**config.mk**
```make
export PLATFORM = sky130hd
export DESIGN_NAME = uart_rx_fifo_flat
export DESIGN_NICKNAME = d
export VERILOG_FILES = /design/src/rtl/uart_rx_fifo_if.sv /design/src/rtl/uart_rx_fifo.sv /design/src/flat_wrapper.sv
export SDC_FILE = /design/constraint.sdc
export NUM_CORES = 1
export LEC_CHECK = 0
export CORE_MARGIN = 5
export CORE_UTILIZATION = 31
export DETAILED_ROUTE_END_ITERATION = 8
export PLACE_DENSITY = 0.5
export SETUP_SLACK_MARGIN = 0.15
export SLEW_MARGIN = 20
export SYNTH_ARGS = -nofsm -noshare
export SYNTH_HDL_FRONTEND = slang
export SYNTH_SLANG_ARGS = --single-unit
export TNS_END_PERCENT = 5
```
**constraint.sdc**
```tcl
create_clock -name clock -period 3.2 [get_ports clock]
set_input_delay 0.64 -clock clock [delete_from_list [all_inputs] [get_ports clock]]
set_output_delay 0.64 -clock clock [all_outputs]
set_load 0.03 [all_outputs]
```
**src/rtl/uart_rx_fifo_if.sv**
```systemverilog
// Bundle of the receive-FIFO signals shared by the byte source/consumer side
// and the FIFO itself.
//
// Handshake: rx_ready is a level from uart_rx; only its 0->1 transition
// offers a byte (rx_data valid in that edge cycle), and there is no
// backpressure toward the receiver. On the read side, valid is the FIFO's
// "data available" flag and pop is the consumer's request; a transfer
// happens only in a cycle where pop && valid, and dout is the head byte
// presented whenever valid is high.
interface uart_rx_fifo_if #(
    parameter int ADDR_WIDTH = 4,
    parameter int DROP_WIDTH = 8
);
    logic                  rx_ready;
    logic [7:0]            rx_data;
    logic                  pop;
    logic                  clear;
    logic [7:0]            dout;
    logic                  valid;
    logic                  full;
    logic [ADDR_WIDTH:0]   count;
    logic                  overrun;
    logic [DROP_WIDTH-1:0] drop_count;
    logic [15:0]           status;

    // Side that feeds bytes in and consumes them (bridge / testbench).
    modport master (
        output rx_ready, rx_data, pop, clear,
        input  dout, valid, full, count, overrun, drop_count, status
    );

    // The FIFO itself.
    modport slave (
        input  rx_ready, rx_data, pop, clear,
        output dout, valid, full, count, overrun, drop_count, status
    );
endinterface

```
**src/rtl/uart_rx_fifo.sv**
```systemverilog
// Receive-side byte buffer: edge-detects the uart_rx ready level, captures
// each new byte into a first-word-fall-through FIFO, and reports occupancy,
// a sticky overrun flag, a saturating drop counter and a packed status word.
module uart_rx_fifo #(
    parameter int DEPTH      = 16,
    parameter int ADDR_WIDTH = 4,
    parameter int DROP_WIDTH = 8
) (
    input  logic            clock,
    input  logic            rst,
    uart_rx_fifo_if.slave   bus
);
    localparam logic [ADDR_WIDTH:0] C_DEPTH = (ADDR_WIDTH+1)'(DEPTH);

    logic                  r_prev_ready;
    logic [ADDR_WIDTH-1:0] r_wr_ptr;
    logic [ADDR_WIDTH-1:0] r_rd_ptr;
    logic [ADDR_WIDTH:0]   r_count;
    logic                  r_overrun;
    logic [DROP_WIDTH-1:0] r_drop_count;
    logic [7:0]            r_mem [DEPTH];

    logic w_push;
    logic w_valid;
    logic w_full;
    logic w_pop;
    logic w_accept;
    logic w_drop;

    // A byte is offered only on the rising edge of the ready level. A full
    // FIFO still accepts it when the head is popped in the same cycle,
    // because that pop frees the slot being written.
    assign w_push   = bus.rx_ready & ~r_prev_ready;
    assign w_valid  = (r_count != '0);
    assign w_full   = (r_count == C_DEPTH);
    assign w_pop    = bus.pop & w_valid;
    assign w_accept = w_push & (~w_full | w_pop);
    assign w_drop   = w_push & w_full & ~w_pop;

    // Edge-detect history; reset to 1 so a level already high at reset
    // release is not mistaken for a new byte.
    always_ff @(posedge clock or posedge rst) begin
        if (rst) begin
            r_prev_ready <= 1'b1;
        end else begin
            r_prev_ready <= bus.rx_ready;
        end
    end

    // Pointer, occupancy and error bookkeeping; clear wins over push/pop.
    always_ff @(posedge clock or posedge rst) begin
        if (rst) begin
            r_wr_ptr     <= '0;
            r_rd_ptr     <= '0;
            r_count      <= '0;
            r_overrun    <= 1'b0;
            r_drop_count <= '0;
        end else if (bus.clear) begin
            r_wr_ptr     <= '0;
            r_rd_ptr     <= '0;
            r_count      <= '0;
            r_overrun    <= 1'b0;
            r_drop_count <= '0;
        end else begin
            if (w_accept) begin
                r_wr_ptr <= r_wr_ptr + ADDR_WIDTH'(1);
            end
            if (w_pop) begin
                r_rd_ptr <= r_rd_ptr + ADDR_WIDTH'(1);
            end
            if (w_accept && !w_pop) begin
                r_count <= r_count + (ADDR_WIDTH+1)'(1);
            end else if (w_pop && !w_accept) begin
                r_count <= r_count - (ADDR_WIDTH+1)'(1);
            end
            if (w_drop) begin
                r_overrun <= 1'b1;
                if (r_drop_count != '1) begin
                    r_drop_count <= r_drop_count + DROP_WIDTH'(1);
                end
            end
        end
    end

    // Byte storage; contents need no reset since count gates visibility.
    always_ff @(posedge clock) begin
        if (w_accept && !bus.clear) begin
            r_mem[r_wr_ptr] <= bus.rx_data;
        end
    end

    assign bus.dout       = w_valid ? r_mem[r_rd_ptr] : 8'h00;
    assign bus.valid      = w_valid;
    assign bus.full       = w_full;
    assign bus.count      = r_count;
    assign bus.overrun    = r_overrun;
    assign bus.drop_count = r_drop_count;
    assign bus.status     = {8'b0, (r_drop_count != '0), r_overrun, w_full, w_valid, 4'b0};
endmodule

```
**src/flat_wrapper.sv**
```systemverilog
// flat-port wrapper written by rule: the top's interface ports become plain ports
module uart_rx_fifo_flat 
#(
    parameter int DEPTH      = 16,
    parameter int ADDR_WIDTH = 4,
    parameter int DROP_WIDTH = 8
)
  (clock, rst, bus_rx_ready, bus_rx_data, bus_pop, bus_clear, bus_dout, bus_valid, bus_full, bus_count, bus_overrun, bus_drop_count, bus_status);
  uart_rx_fifo_if #(.ADDR_WIDTH(ADDR_WIDTH), .DROP_WIDTH(DROP_WIDTH)) bus_i ();
  input  logic clock;
  input  logic rst;
  input wire logic [$bits(bus_i.rx_ready)-1:0] bus_rx_ready;
  input wire logic [$bits(bus_i.rx_data)-1:0] bus_rx_data;
  input wire logic [$bits(bus_i.pop)-1:0] bus_pop;
  input wire logic [$bits(bus_i.clear)-1:0] bus_clear;
  output wire logic [$bits(bus_i.dout)-1:0] bus_dout;
  output wire logic [$bits(bus_i.valid)-1:0] bus_valid;
  output wire logic [$bits(bus_i.full)-1:0] bus_full;
  output wire logic [$bits(bus_i.count)-1:0] bus_count;
  output wire logic [$bits(bus_i.overrun)-1:0] bus_overrun;
  output wire logic [$bits(bus_i.drop_count)-1:0] bus_drop_count;
  output wire logic [$bits(bus_i.status)-1:0] bus_status;
  assign bus_i.rx_ready = bus_rx_ready;
  assign bus_i.rx_data = bus_rx_data;
  assign bus_i.pop = bus_pop;
  assign bus_i.clear = bus_clear;
  assign bus_dout = bus_i.dout;
  assign bus_valid = bus_i.valid;
  assign bus_full = bus_i.full;
  assign bus_count = bus_i.count;
  assign bus_overrun = bus_i.overrun;
  assign bus_drop_count = bus_i.drop_count;
  assign bus_status = bus_i.status;
  uart_rx_fifo #(.DEPTH(DEPTH), .ADDR_WIDTH(ADDR_WIDTH), .DROP_WIDTH(DROP_WIDTH)) u_core (.clock(clock), .rst(rst), .bus(bus_i));
endmodule
```
==> qor.txt, run 1 <==
Most frequent cell after synthesis = edfxtp_1
Starting Density = 0.312
Synth Flop Type = edfxtp_1
CTS tree = yes
Pre-CTS worst setup slack = 295 ps
Setup Crit Path Kind = flip-flop to output pin
Max VDD drop = 378 uV
Crit-path slowest cell = mux4_2
Avg Cell Area, Syn = 17.2 sq um
F_max = 341 MHz
Drt total wl = 13400 microns
H-Tree Depth = 4
Post-synth EDFFs = 128
Post-route DRC = 0
Max incr delay on CP = 550 ps
Post-synth top area share = 0.591
RD Place Congestion = 0.754
Setup TNS = 0 ps
Final setup margin = 267 ps
Status = completed
Average vias per placed instance = 4.76
P&R area growth vs syn = 21.5%
Worst-skew pair later-pin latency = 430 ps
TritonCTS Buffers = 17
Vias = 3479
Clock sink count = 151
Die height = 155 microns
Sequential cell area = 4420 sq um
Antenna Nets Post-Route = 0
P_leak = 2.62 nW
Startpoint Class = flip-flop
Ys Warns = 0
Max-Cap Viols = 0
Port buffer count = 40
Post-synth top cells = 128 x edfxtp_1, 32 x mux4_2, 30 x nor2_1
Setup violators final = 0
Multi-input logic area = 1910 sq um
Fraction of registers with async set/reset = 0.152
Top post-synthesis cells by area = edfxtp_1 59%, mux4_2 11%, dfrtp_1 8.5%, mux2i_1 2.8%, ha_1 2.1%
Total setup buffers inserted after CTS = 0
Hpwl dp = 8640 microns
Pin count of the biggest net entering global routing = 33
Placement Rows = 53
Initial DRC count = 135
Hold wc startpoint = u_core.bus.overrun
Tmin final = 2930 ps
Hold Path Class = flip-flop to flip-flop
Initial antenna violation count = 0
GRT Overall Usage = 0.119
Crit path top cell by count = buf_12
Unique masters post-synth = 50
Crit. End Element = output pin
Crit path required time = 2560 ps
Ant. Diodes = 0
Sequential cell area fraction in the yosys report = 0.679
Worst reg2reg path startpoint = u_core.bus.count[1]
Ratio of cells with drive above 1 in the final layout = 0.248
Vias in the first global route = 3808
Clock Tree Root = clkbuf_16
Max Buffers Root-to-Sink = 2
Pins Over Slew Limit = 0
Arr. time, crit path = 2290 ps
GRT Residual Overflow = 0
Cell area after synthesis = 6510 sq um
Hold WS = 546 ps
Die width = 155 microns
RSZ-0062 raised after global routing = true
Fin nets = 468
Slew Limit Headroom = 0.622
Drt pass-1 iters = 4
#FFs+latches synth = 151
PD cells = 710 nW/um^2
Dominant cell type by area after synthesis = edfxtp_1
Worst Skew = 14.5 ps
Slew at the pin closest to its max-slew limit = 566 ps
Final Hold Fails = 0
First-pass GRT wire length = 21500 microns
Routed WL per cell = 18.4 microns
Beginning of the critical path = u_core.r_rd_ptr[0]
Die Footprint = 24000 sq um
Clock-pin slew on the worst setup and hold paths = 70 ps
Final period util = 0.917
Crit path max fanout = 32
Gate Count Post-Synth = 379
IO Pins = 53
Fillers = 1950
Core Region = 20800 sq um
Crit-path cells = buf_12 > mux4_2 > mux2i_1 > o22ai_1 > buf_12
-- sequential cells by signal, indices dropped and copies added (netlist names) --
| signal | cells |
|---|---|
| u_core.r_mem | 128 |
| u_core.bus.drop_count | 8 |
| u_core.bus.count | 5 |
| u_core.r_rd_ptr | 4 |
| u_core.r_wr_ptr | 4 |
| u_core.bus.overrun | 1 |
| u_core.r_prev_ready | 1 |
-- area by class of cell --
type	count	area share
Inverter	9	0.00427
Sequential cell	151	0.559
Timing Repair Buffer	65	0.0783
Multi-Input combinational cell	199	0.242
Tap cell	275	0.0435
Clock inverter	15	0.0188
Clock buffer	17	0.0538
-- cell usage in the layout (no fill, tap or decap), types with 3 or more instances in the layout --
cell type	count
o22ai_1	8
buf_4	29
ha_1	11
mux2i_1	18
clkinvlp_4	4
buf_12	4
edfxtp_1	128
clkbuf_16	17
o31ai_1	3
nand2_1	13
clkdlybuf4s50_1	30
nor2_1	30
inv_1	9
dfrtp_1	21
nor2b_1	3
inv_6	4
o21ai_0	4
nand3_1	9
or3_1	4
mux4_2	32
conb_1	12
or4_1	3
xnor2_1	4
a21oi_1	11
nand4_1	3
xor2_1	3
mux2_2	4
inv_8	6
-- stage by stage --
stage / util / instances / total power [W] / area [sq um]
detailed placement: 0.352 / 699 / 0.00374 / 7330
global placement: 0.352 / 699 / 0.00372 / 7330
CTS: 0.380 / 731 / 0.00571 / 7900
global route: 0.380 / 731 / 0.00590 / 7910
floorplan: - / 390 / 0.00328 / 6550
finish: 0.380 / 731 / 0.00561 / 7910
-- worst max-delay path, delay by kind of cell (launching register included) --
family	cells	cell delay, ps
AOI/OAI and AO/OA	1	180
muxes	2	770
DFF	1	420
buffers and inverters	2	480
-- routing by layer --
metal | track usage | routed length [microns]
met3 | 0.0356 | 546
met5 | 0 | 0
met4 | 0.0366 | 140
met2 | 0.192 | 6600
met1 | 0.156 | 6150
-- what timing repair did --
action	CTS	global route
resized for setup	2	1
endpoints found under the setup margin	2	5
hold endpoints to repair	0	0
hold buffers	0	0
-- where the power goes --
group | total (W) | internal [W] | leakage, nW | switching (W)
registers | 0.00225 | 0.00218 | 1.46 | 0.0000715
logic | 0.00143 | 0.000647 | 0.891 | 0.000781
clock network | 0.00193 | 0.00104 | 0.271 | 0.000893
total | 0.00561 | 0.00386 | 2.62 | 0.00175
-- worst paths after layout --
path,end,slack (ps),depth (start not counted)
max in group asynchronous,u_core.r_prev_ready,2330,3
setup reg to reg,u_core.bus.count[4],420,8
hold reg to reg,u_core.bus.overrun,550,2
hold / removal,u_core.bus.overrun,550,2
min in group asynchronous,u_core.bus.drop_count[3],570,3
setup / recovery,bus_dout[6],270,5
-- cell families (layout without fill, tap and decap cells) --
group                    after synthesis  in the layout  synth area share
AND/OR/NAND/NOR                       76             76            0.0600
buffers and inverters                 40            106            0.0337
adder cells (fa/ha/maj)               12             12            0.0242
flip-flops                           151            151             0.679
other                                  1             12          0.000576
XOR/XNOR                               7              7           0.00942
AO/OA/AOI/OAI                         36             36            0.0421
multiplexers                          56             56             0.151
(Power assumes the default switching activity.)
==> run 2, diff against run 1 <==
CAP_MARGIN = 40   (was not set)
==> results of run 2 <==
The final DEF is identical to that of run 1; final timing and power are the same.
==> run 3, diff against run 2 <==
CORE_UTILIZATION = 51   (was 31)
PLACE_DENSITY = 0.8   (was 0.5)
==> run 3 against run 2 <==
Effect of this change:
- maximum frequency fell by 1.2%
- clock skew fell by 10 ps
- first-iteration DRC count is 110% higher
- global-route usage up 7.1 points
- sequential power barely moved
- cell count shrank 14%
- core utilization is 24 points higher
- die area is 37% lower
==> qor.txt, run 3 (synthesized netlist as in run 1, its figures left out) <==
CTS tree = yes
Hold WS = 458 ps (-88.7 ps)
Max Buffers Root-to-Sink = 2 (unchanged)
P_leak = 2.65 nW (+1.0%)
Most common cell after layout, fill and taps aside = edfxtp_1
Crit path max fanout = 15 (-53%)
Number of flip-flops in the largest register = 128 (unchanged)
P&R area growth vs syn = 20.3%
Tmin final = 2970 ps (+35.5 ps)
Hold Path Class = input pin to asynchronous set/reset pin
Port buffer count = 40 (unchanged)
TritonCTS Buffers = 17 (unchanged)
Clock Tree Root = clkbuf_16
Worst reg2reg endpoint = u_core.bus.count[4]
Setup violators final = 0 (unchanged)
Worst reg2reg path startpoint = u_core.bus.count[1]
Setup TNS = 0 ps (unchanged)
Placement Rows = 41 (-23%)
Setup crit end = bus_dout[0]
Design area = 7830 sq um (-0.98%)
Die width = 123 microns (-21%)
Post-route DRC = 0 (unchanged)
Vias in the first global route = 3757 (-1.3%)
Final period util = 0.928 (+0.0111)
RSZ-0062 raised after global routing = true
Max VDD drop = 547 uV (+45%)
PD cells = 725 nW/um^2 (+2.1%)
Crit. End Element = output pin
Most flop-heavy register = u_core.r_mem
Total Power = 0.00567 W (+1.1%)
Pin count of the biggest net entering global routing = 25 (-24%)
Vias = 3540 (+1.8%)
Hpwl dp = 8350 microns (-3.4%)
Slew at the pin closest to its max-slew limit = 607 ps (+41.7 ps)
H-Tree Depth = 4 (unchanged)
R2r setup slk = 390 ps (-30 ps)
Beginning of the critical path = u_core.r_rd_ptr[0]
Hold buffers post-CTS = 0 (unchanged)
GRT Residual Overflow = 0 (unchanged)
GRT Overall Usage = 0.190 (+0.0707)
F_max = 337 MHz (-1.2%)
Commonest non-fill, non-tap cells in the layout = 128 x edfxtp_1, 32 x mux4_2, 30 x nor2_1, 30 x clkdlybuf4s50_1, 25 x buf_4
Die height = 123 microns (-21%)
Ant. Diodes = 0 (unchanged)
Die Footprint = 15100 sq um (-37%)
Final core utilization = 0.623 (+0.243)
Clock-pin slew on the worst setup and hold paths = 60 ps (about the same)
First-pass GRT wire length = 20700 microns (-3.7%)
Initial DRC count = 277 (+110%)
DP Area = 7230 sq um (-1.3%)
Average vias per placed instance = 5.61 (+18%)
Worst r2r path cells = 8 (unchanged)
Startpoint Class = flip-flop
Max-Cap Viols = 0 (unchanged)
Fin nets = 471 (+0.64%)
Drt total wl = 13000 microns (-3.1%)
Arr. time, crit path = 2330 ps (+40 ps)
Crit path required time = 2560 ps (about the same)
Starting Density = 0.518 (+0.205)
Clock sink count = 151 (unchanged)
Setup Crit Path Kind = flip-flop to output pin
Routed WL per cell = 20.6 microns (+12%)
Worst-skew pair later-pin latency = 410 ps (-20 ps)
Initial antenna violation count = 0 (unchanged)
IO Pins = 53 (unchanged)
Core Region = 12600 sq um (-40%)
Drt pass-1 iters = 4 (unchanged)
Final Hold Fails = 0 (unchanged)
RD Place Congestion = 0.806 (+6.8%)
Worst Skew = 4.21 ps (-10.3 ps)
Pins Over Slew Limit = 0 (unchanged)
Slew Limit Headroom = 0.594 (-0.0279)
Status = completed
Antenna Nets Post-Route = 0 (unchanged)
Ratio of cells with drive above 1 in the final layout = 0.229 (-0.0190)
==> run 3: cell types whose count changed in the layout (fill, tap and decap cells not counted), sizes merged <==
cell and change:
clkinvlp -3, clkinv +6, clkbuf +3, dlygate4sd2 +8, buf -4, bufinv +4, dlymetal6s2s -1, inv -10
==> run 3: power by group <==
group | internal, W | total, W | leakage (nW) | switching [W]
Combinational | 0.000643 | 0.00142 | 0.901 | 0.000776
Sequential | 0.00218 | 0.00225 | 1.46 | 0.0000715
Clock | 0.00129 | 0.00200 | 0.288 | 0.000712
==> run 3: stage by stage <==
| stage | setup WS, ps | std cells |
|---|---|---|
| floorplan | 384 | 390 |
| global placement | 386 | 598 |
| detailed placement | 301 | 599 |
| CTS | 189 | 631 |
| global route | 122 | 631 |
| finish | 231 | 631 |
==> run 3: repair_timing <==
action                     4_1_cts  5_1_grt
gates resized for setup         12        1
setup endpoints to repair        9        4
buffers inserted                 0        0
==> run 3: cell type report <==
cell class,instances,area [sq um]
clock buffer,20,437
timing repair buffer,68,642
tap,172,215
inverter,9,33.8
clock inverter,12,158
fill,872,4740
sequential,151,4420
multi-input combinational,199,1920
==> run 3: worst max-delay path, cell delays in order (launching register included) <==
cell,delay (ps)
dfrtp_2,450
buf_12,210
mux4_2,520
mux2i_1,200
o22ai_1,160
dlygate4sd2_1,380
==> run 3: worst min path at each step <==
stage | start | end | cells past startpoint
global placement | u_core.bus.overrun | u_core.bus.overrun | 2
floorplan | u_core.r_rd_ptr[2] | u_core.r_rd_ptr[2] | 2
detailed placement | u_core.bus.count[0] | u_core.bus.count[0] | 1
CTS | rst | u_core.bus.drop_count[2] | 2
global route | rst | u_core.bus.drop_count[2] | 2
finish | rst | u_core.bus.drop_count[0] | 2
==> run 3: routing by layer <==
layer,track usage,share of wire
met5,0,0
met4,0.0658,0.016
met3,0.0599,0.065
met2,0.308,0.51
met1,0.244,0.41
